--- src/rtl/mem_ctrl_pkg.sv ---
// Shared types and default widths for the mem_ctrl request/response memory controller.
package mem_ctrl_pkg;

  localparam int ADDR_W_DEF = 5;
  localparam int DATA_W_DEF = 8;

  typedef enum logic [2:0] {
    IDLE,
    ISSUE_WR,
    ISSUE_RD,
    WAIT_RD,
    RSP
  } state_e;

  typedef struct packed {
    logic                  write;
    logic [ADDR_W_DEF-1:0] addr;
    logic [DATA_W_DEF-1:0] wdata;
  } mem_req_t;

endpackage

--- src/rtl/mem_req_fifo.sv ---
// Request queue for mem_ctrl: DEPTH-entry FIFO (DEPTH a power of two) with count-based full/empty.
module mem_req_fifo #(
  parameter int DEPTH = 4,
  parameter int WIDTH = 14
) (
  input  logic             clk,
  input  logic             rst_n,
  input  logic             push_i,
  input  logic [WIDTH-1:0] pushData_i,
  input  logic             pop_i,
  output logic [WIDTH-1:0] headData_o,
  output logic             full_o,
  output logic             empty_o
);

  localparam int PTR_W = (DEPTH > 1) ? $clog2(DEPTH) : 1;
  localparam logic [PTR_W:0] FULL_CNT = (PTR_W + 1)'(DEPTH);

  logic [WIDTH-1:0] mem_q [DEPTH];
  logic [PTR_W-1:0] wrPtr_q, rdPtr_q;
  logic [PTR_W:0]   count_q;

  // Pointers are exactly log2(DEPTH) bits, so natural overflow gives the modulo-DEPTH wrap.
  always_ff @(posedge clk or negedge rst_n) begin
    if (!rst_n) begin
      wrPtr_q <= '0;
      rdPtr_q <= '0;
      count_q <= '0;
    end else begin
      if (push_i) wrPtr_q <= wrPtr_q + PTR_W'(1);
      if (pop_i)  rdPtr_q <= rdPtr_q + PTR_W'(1);
      case ({push_i, pop_i})
        2'b10:   count_q <= count_q + (PTR_W + 1)'(1);
        2'b01:   count_q <= count_q - (PTR_W + 1)'(1);
        default: count_q <= count_q;
      endcase
    end
  end

  always_ff @(posedge clk) begin
    if (push_i) mem_q[wrPtr_q] <= pushData_i;
  end

  assign headData_o = mem_q[rdPtr_q];
  assign full_o     = (count_q == FULL_CNT);
  assign empty_o    = (count_q == '0);

endmodule

--- src/rtl/mem_ctrl.sv ---
// Queued single-port memory controller: in-order writes/reads with a held read response.
// Define MEM_CTRL_STATS_EN to add saturating rd_count/wr_count strobe counters.
module mem_ctrl
  import mem_ctrl_pkg::*;
#(
  parameter int DEPTH  = 4,
  parameter int ADDR_W = ADDR_W_DEF,
  parameter int DATA_W = DATA_W_DEF
) (
  input  logic              clk,
  input  logic              rst_n,
  input  logic              req_valid,
  output logic              req_ready,
  input  logic              req_write,
  input  logic [ADDR_W-1:0] req_addr,
  input  logic [DATA_W-1:0] req_wdata,
  output logic              rsp_valid,
  input  logic              rsp_ready,
  output logic [DATA_W-1:0] rsp_rdata,
  output logic              mem_read,
  output logic              mem_write,
  output logic [ADDR_W-1:0] mem_addr,
  output logic [DATA_W-1:0] mem_data_in,
  input  logic [DATA_W-1:0] mem_data_out
`ifdef MEM_CTRL_STATS_EN
  ,
  output logic [15:0]       rd_count,
  output logic [15:0]       wr_count
`endif
);

  // Same field layout as mem_req_t, sized by this instance's parameters.
  typedef struct packed {
    logic              write;
    logic [ADDR_W-1:0] addr;
    logic [DATA_W-1:0] wdata;
  } req_t;

  localparam int REQ_W = $bits(req_t);

  req_t   reqIn, reqHead;
  logic   fifoFull, fifoEmpty, fifoPush, fifoPop;

  state_e            state_q, state_d;
  logic              memRead_q, memRead_d;
  logic              memWrite_q, memWrite_d;
  logic [ADDR_W-1:0] memAddr_q, memAddr_d;
  logic [DATA_W-1:0] memDataIn_q, memDataIn_d;
  logic [DATA_W-1:0] rspData_q, rspData_d;

  assign reqIn    = {req_write, req_addr, req_wdata};
  assign fifoPush = req_valid && req_ready;

  mem_req_fifo #(
    .DEPTH(DEPTH),
    .WIDTH(REQ_W)
  ) u_fifo (
    .clk       (clk),
    .rst_n     (rst_n),
    .push_i    (fifoPush),
    .pushData_i(reqIn),
    .pop_i     (fifoPop),
    .headData_o(reqHead),
    .full_o    (fifoFull),
    .empty_o   (fifoEmpty)
  );

  // Strobes are computed one state early so they come straight from flops.
  always_comb begin
    state_d     = state_q;
    memRead_d   = 1'b0;
    memWrite_d  = 1'b0;
    memAddr_d   = memAddr_q;
    memDataIn_d = memDataIn_q;
    rspData_d   = rspData_q;
    fifoPop     = 1'b0;
    case (state_q)
      IDLE: begin
        if (!fifoEmpty) begin
          fifoPop   = 1'b1;
          memAddr_d = reqHead.addr;
          if (reqHead.write) begin
            state_d     = ISSUE_WR;
            memWrite_d  = 1'b1;
            memDataIn_d = reqHead.wdata;
          end else begin
            state_d   = ISSUE_RD;
            memRead_d = 1'b1;
          end
        end
      end
      ISSUE_WR: state_d = IDLE;
      ISSUE_RD: state_d = WAIT_RD;
      WAIT_RD: begin
        rspData_d = mem_data_out;
        state_d   = RSP;
      end
      RSP: begin
        if (rsp_ready) state_d = IDLE;
      end
      default: state_d = IDLE;
    endcase
  end

  always_ff @(posedge clk or negedge rst_n) begin
    if (!rst_n) begin
      state_q     <= IDLE;
      memRead_q   <= 1'b0;
      memWrite_q  <= 1'b0;
      memAddr_q   <= '0;
      memDataIn_q <= '0;
      rspData_q   <= '0;
    end else begin
      state_q     <= state_d;
      memRead_q   <= memRead_d;
      memWrite_q  <= memWrite_d;
      memAddr_q   <= memAddr_d;
      memDataIn_q <= memDataIn_d;
      rspData_q   <= rspData_d;
    end
  end

  assign req_ready   = !fifoFull;
  assign rsp_valid   = (state_q == RSP);
  assign rsp_rdata   = rspData_q;
  assign mem_read    = memRead_q;
  assign mem_write   = memWrite_q;
  assign mem_addr    = memAddr_q;
  assign mem_data_in = memDataIn_q;

`ifdef MEM_CTRL_STATS_EN
  logic [15:0] rdCount_q, wrCount_q;

  // Counters stick at all-ones so an overflow never reads back as low activity.
  always_ff @(posedge clk or negedge rst_n) begin
    if (!rst_n) begin
      rdCount_q <= '0;
      wrCount_q <= '0;
    end else begin
      if (state_q == ISSUE_RD && rdCount_q != 16'hFFFF) rdCount_q <= rdCount_q + 16'd1;
      if (state_q == ISSUE_WR && wrCount_q != 16'hFFFF) wrCount_q <= wrCount_q + 16'd1;
    end
  end

  assign rd_count = rdCount_q;
  assign wr_count = wrCount_q;
`endif

endmodule
--- config.mk ---
export PLATFORM = sky130hd
export DESIGN_NAME = mem_ctrl
export DESIGN_NICKNAME = d
export VERILOG_FILES = /design/src/rtl/mem_ctrl_pkg.sv /design/src/rtl/mem_req_fifo.sv /design/src/rtl/mem_ctrl.sv
export SDC_FILE = /design/constraint.sdc
export NUM_CORES = 1
export LEC_CHECK = 0
export CORE_UTILIZATION = 53
export DETAILED_ROUTE_END_ITERATION = 16
export HOLD_SLACK_MARGIN = 0.1
export PLACE_DENSITY = 0.78
export SYNTH_ARGS = -nofsm -noshare
export SYNTH_HDL_FRONTEND = slang
export SYNTH_SLANG_ARGS = --single-unit
--- constraint.sdc ---
create_clock -name clk -period 2.8 [get_ports clk]
set_clock_uncertainty 0.1 [all_clocks]
set_input_delay 0.56 -clock clk [delete_from_list [all_inputs] [get_ports clk]]
set_output_delay 0.56 -clock clk [all_outputs]
set_load 0.1 [all_outputs]
### Yosys cells after proc, flatten, opt, wreduce, memory -nomap -nowiden

Memories as Yosys holds them, arrays and structs flattened.
Index checks and enable logic that the tools add are counted.

| operators by class | value |
|---|---|
| equal/unequal tests | 8 |
| bitwise gates (word level) | 1 |
| muxes and demuxes | 15 |
| reduce and logical (&&, ||, !) cells | 8 |
| add/sub/neg operators | 4 |

Operator list:

| kind | count |
|---|---|
| one-hot mux 3 bit (4 select lines) | 1 |
| two-way mux 1 bit | 10 |
| equality test 3 x 2 -> 1 bit (second input constant) | 2 |
| equality test 3 bit (second input constant) | 2 |
| logical NOT 3 bit | 2 |
| two-way mux 3 bit | 2 |
| one-hot mux 3 bit (2 select lines) | 1 |
| adder 2 x 1 -> 2 bit (second input constant) | 2 |
| AND reduction 2 bit | 2 |
| adder 3 x 1 -> 3 bit (second input constant) | 1 |
| AND reduction 3 bit | 1 |
| subtractor 3 x 1 -> 3 bit (second input constant) | 1 |
| equality test 2 x 1 -> 1 bit (second input constant) | 1 |
| equality test 2 bit (second input constant) | 1 |
| two-way mux 2 bit | 1 |
| != test 2 x 1 -> 1 bit (second input constant) | 1 |
| != test 2 bit (second input constant) | 1 |
| nonzero test 2 bit | 1 |
| logical AND 1 bit | 1 |
| logical NOT 1 bit | 1 |
| inverter 1 bit | 1 |

| word-level totals | value |
|---|---|
| word-level logic and storage cells | 46 |
| memory bits (writable) | 56 |
| input bits | 26 |
| output and inout port bits | 25 |
| register bits | 33 |
| memories kept | 1 |

Memory list:

| memory | depth | bits a word | rd ports | clocked after memory_dff | write ports | RTL line | text |
|---|---|---|---|---|---|---|---|
| u_fifo.mem_q | 4 | 14 | 1 | 0 | 1 | mem_req_fifo.sv:19 | `logic [WIDTH-1:0] mem_q [DEPTH];` |

### Logic depth before layout (Yosys ltp)

| depth | value |
|---|---|
| word-level depth | 5 |
| depth in mapped cells | 10 |
| gate-level depth less buffers | 9 |

### Modules after synthesis

Synthesis repeated with hierarchy kept, for this count alone.

| second synthesis, totals | value |
|---|---|
| cells, all modules | 174 |
| area total of the unflattened synthesis | 3,439.5 um^2 |

Modules (own cells, without submodules):

| module | area each (um^2) | times used | seq. area each (um^2) | cells each |
|---|---|---|---|---|
| mem_req_fifo | 2,449.8 | 1 | 1,856.8 | 110 |
| mem_ctrl | 989.7 | 1 | 650.6 | 64 |

### Worst setup path before layout

OpenSTA, ideal clock, no wires.

| path | value |
|---|---|
| path type | reg-to-reg |
| from | register u_fifo.count_q[0] |
| to | register u_fifo.count_q[2] |
| stages on the path, launching flop included | 10 |
| clock period less this slack | 2.784 ns |
| slack | 0.016 ns |
| arrival time | 2.604 ns |
| buffers on the path | 0 |
| setup time | 0.079 ns |
| required time | 2.621 ns |
| cell sequence | dfrtp_1 > or3b_1 > and2_1 > inv_1 > ha_1 > inv_1 > fa_1 > xor2_1 > nor2_1 > xor2_1 |

| on the way | value |
|---|---|
| cells in the longest elaborated chain, start to end | 5 |
| elaborated cells between the ends (all ways) | 12 |
| those cells by class | 2 x add/sub; 3 x eq/ne; 3 x mux; 4 x reduce/logical |

RTL lines:

| what | RTL line | text |
|---|---|---|
| start: declaration | mem_req_fifo.sv:21 | `logic [PTR_W:0] count_q;` |
| start signal: assignment | mem_req_fifo.sv:33 | `2'b10: count_q <= count_q + (PTR_W + 1)'(1);` |
| start signal: assignment | mem_req_fifo.sv:34 | `2'b01: count_q <= count_q - (PTR_W + 1)'(1);` |
| start signal: assignment | mem_req_fifo.sv:35 | `default: count_q <= count_q;` |
| equality test 3 bit * | mem_req_fifo.sv:45 | `assign full_o = (count_q == FULL_CNT);` |
| logical NOT 1 bit * | mem_ctrl.sv:123 | `assign req_ready = !fifoFull;` |
| net req_ready | mem_ctrl.sv:13 | `output logic req_ready,` |
| logical AND 1 bit * | mem_ctrl.sv:52 | `assign fifoPush = req_valid && req_ready;` |
| equality test 2 x 1 -> 1 bit / equality test 2 bit (equally long branches) | mem_req_fifo.sv:32 | `case ({push_i, pop_i})` |
| one-hot mux 3 bit (2 select lines) / nonzero test 2 bit (equally long branches) | - |  |

Mark *: on every way through the listed nets, which the timed path passes. The rest lies on a longest branch.
A chain may end at the register's enable or synchronous reset.

### Worst setup path in the final report

| path | value |
|---|---|
| from | register u_fifo.count_q[0] |
| to | register u_fifo.count_q[2] |

| on the way | value |
|---|---|
| cells in the longest elaborated chain, start to end | 5 |
| elaborated cells between the ends (all ways) | 12 |
| those cells by class | 2 x add/sub; 3 x eq/ne; 3 x mux; 4 x reduce/logical |

RTL lines:

| what | RTL line |
|---|---|
| logical NOT 3 bit / equality test 3 bit (equally long branches) | mem_req_fifo.sv:46, mem_req_fifo.sv:45 |
| two-way mux 1 bit / logical NOT 1 bit (equally long branches) | mem_ctrl.sv:79, mem_ctrl.sv:123 |
| two-way mux 1 bit / logical AND 1 bit (equally long branches) | mem_ctrl.sv:77, mem_ctrl.sv:52 |
| equality test 2 x 1 -> 1 bit / equality test 2 bit (equally long branches) | mem_req_fifo.sv:32 |
| one-hot mux 3 bit (2 select lines) / nonzero test 2 bit (equally long branches) | - |

Several ways; a longest one is shown, not always the timed one.

==> results.py <==
metrics = {
    "worst_setup_path": {
        "r2r_start": "u_fifo.count_q[0]",
        "cp.arrival_ns": 2.54,
        "worstPathMaxFanout": 6,
        "required_ns": 2.98,
        "end_kind": "flop",
        "rr_worst_depth": 9,
        "crit_type": "reg -> reg",
        "rrSetupSlack_ns": 0.44,
        "slowest_stage": "or3b_1",
        "max_stage_delay_ns": 0.46,
        "crit_path_start_kind": "flop",
        "rr_endpoint": "u_fifo.count_q[2]",
        "path_cells": "or3b_1 > and2_1 > inv_1 > ha_1 > inv_1 > fa_1 > xor2_1 > nor2_1 > xor2_1",
    },
    "synth": {
        "async_flop_share_pct": 37.08,
        "netlist_area_um2": 3432,
        "synthTopCellsByArea": "edfxtp_1, dfrtp_1, mux2_2",
        "synth_edf_count": 56,
        "ys_top_cells_by_count": "edfxtp_1, dfrtp_1, mux2_2, inv_1, mux4_2",
        "yosysMostFrequentCell": "edfxtp_1",
        "synth_fp_nets": 206,
        "ys_warn_count": 0,
        "synth_top_area_share_pct": 49.00,
        "synth.avg_cell_area_um2": 19.72,
        "synth_seq_cells": 89,
        "seq_area_frac_synth_pct": 73.06,
        "postSynthCellCount": 174,
        "synth_cell_types": 28,
        "synth_area_leader_cell": "edfxtp_1",
        "synth_flop_cell": "edfxtp_1",
    },
    "grt": {
        "grt_pass1_vias": 1756,
        "grt_antenna_before_repair": 0,
        "grt_max_degree": 34,
        "grtUsageTotal_pct": 19.05,
        "grt_first_pass_wirelength_um": 8811,
        "grt.overflow.total": 0,
    },
    "floorplanning": {
        "die_area_um2": 6801,
        "fp.dieW_um": 82.47,
        "rows": 28,
        "die_y_um": 82.47,
        "fp.coreArea_um2": 6096,
        "ios": 51,
        "initial_core_util_pct": 56.30,
    },
    "run_status": {
        "status": "complete, no violations",
    },
    "layout": {
        "area_growth_pct": 21.25,
        "num-nets-final": 271,
        "antenna_cells": 0,
        "fillCellCount": 424,
        "drive_gt1_share_pct": 32.38,
        "seqCellArea_um2": 2507,
        "multiInputGateArea_um2": 864.6,
    },
    "timing": {
        "worst_pin_slew_ns": 0.5434,
        "fin_crit_ns": 2.357,
        "setup_viol": 0,
        "slew_headroom_pct": 63.50,
        "hold_slack_ns": 0.4085,
        "finalMaxSlewViolations": 0,
        "finalHoldViolations": 0,
        "timing.fmax_mhz": 424.2,
        "rsz0062_at_grt": "false",
        "post-route-period-util_pct": 84.19,
        "tns_ns": 0,
    },
    "drt": {
        "dr.first_iter.drc_count": 93,
        "drt-total-wl_um": 5655,
        "wl_per_cell_um": 17.73,
        "viasPerCell": 5.370,
        "drc_errors": 0,
        "ant_nets": 0,
        "firstDrtPassIters": 4,
        "num_vias": 1713,
    },
    "cts": {
        "holdBufCountCts": 0,
        "cts-resized-gates": 0,
        "tritoncts": "done",
        "cts_inserted_buffers": 9,
        "path_clk_slew_ns": 0.09,
        "h-tree-depth": 3,
        "clockBufferDepth": 2,
        "cts_num_sinks": 89,
        "clk_latency_ns": 0.35,
        "cts_setup_buffers": 0,
        "cts_root_buffer": "clkbuf_8",
    },
    "run": {
        "max_cap_viol_count": 0,
    },
    "worst_hold_path": {
        "hp-class": "reg -> reg",
        "hp-start": "rsp_rdata[4]",
        "hold_depth": 1,
        "min_to": "rsp_rdata[4]",
    },
    "placement": {
        "dp_hpwl_um": 3575,
        "numPortBuffers": 50,
        "gp_congestion": 0.6911,
    },
}
area by class of cell:
| type | instances | share of cell area, % |
|---|---|---|
| Clock buffer | 11 | 3.157 |
| Clock inverter | 5 | 0.7817 |
| Inverter | 9 | 0.8118 |
| Multi-Input combinational cell | 72 | 20.78 |
| Sequential cell | 89 | 60.25 |
| Tap cell | 75 | 2.255 |
| Timing Repair Buffer | 58 | 11.97 |
how the worst max path moves through the flow:
stage / start / endpoint / slack, ns / depth (start not counted)
after floorplan: u_fifo.count_q[0] / u_fifo.count_q[2] / 0.02 / 9
after CTS: u_fifo.count_q[0] / u_fifo.count_q[2] / 0.44 / 9
after global placement: req_valid / u_fifo.count_q[2] / 0.36 / 9
after global routing: u_fifo.count_q[0] / u_fifo.count_q[2] / 0.29 / 9
final: u_fifo.count_q[0] / u_fifo.count_q[2] / 0.44 / 9
after detailed placement: req_valid / u_fifo.count_q[2] / 0.31 / 9
stage by stage:
stage	area, um^2	worst slack [ns]	std cells	utilization, %
after floorplan	3432	0.01643	174	-
after global placement	3998	0.3648	303	65.58
after detailed placement	3998	0.3095	303	65.58
after CTS	4161	0.4376	319	68.27
after global routing	4161	0.2926	319	68.27
final	4161	0.4427	319	68.27
critical path: cells and delay by family, from the launching register on:
kind	cells	cell delay (ns)
and+or+nand+nor	3	0.80
buffers and inverters	2	0.12
adders and majority gates	2	0.54
DFF	1	0.43
xor gates and xnor gates	2	0.30
registers in the layout, indices dropped and copies added, names as in the netlist:
signal,flops
state_q,3
u_fifo.mem_q,56
u_fifo.wrPtr_q,2
mem_addr,5
mem_data_in,8
u_fifo.rdPtr_q,2
u_fifo.count_q,3
mem_read,1
mem_write,1
rsp_rdata,8
per-layer routing:
layer / wire (um) / up-vias / global-route usage, %
li1: - / 790 / -
met2: 2751 / 51 / 31.49
met1: 2541 / 859 / 23.92
met5: 0 / - / 0
met3: 251 / 13 / 4.066
met4: 110 / 0 / 9.474
cells by family after synthesis:
group	synth area share, %
buffers and inverters	1.750
AO/OA/AOI/OAI	0.5102
AND/OR/NAND/NOR	3.500
flip-flops	73.06
multiplexers	17.24
XOR/XNOR	1.531
adder cells (fa/ha/maj)	2.406
placed cells by master, fill, tap and decap left out, types with 3 or more instances in the layout:
master           instances
nor2_1                   5
edfxtp_1                56
mux4_1                   5
dfrtp_1                 33
nor3_1                   3
and3_1                   4
ha_1                     5
clkdlybuf4s50_1         25
mux4_2                   9
clkbuf_8                 9
buf_4                   33
inv_1                    9
xnor2_1                  4
mux2_2                  22
Power is not shown: default switching activity piles up to over one toggle a cycle in this logic, so the estimate is an artifact.
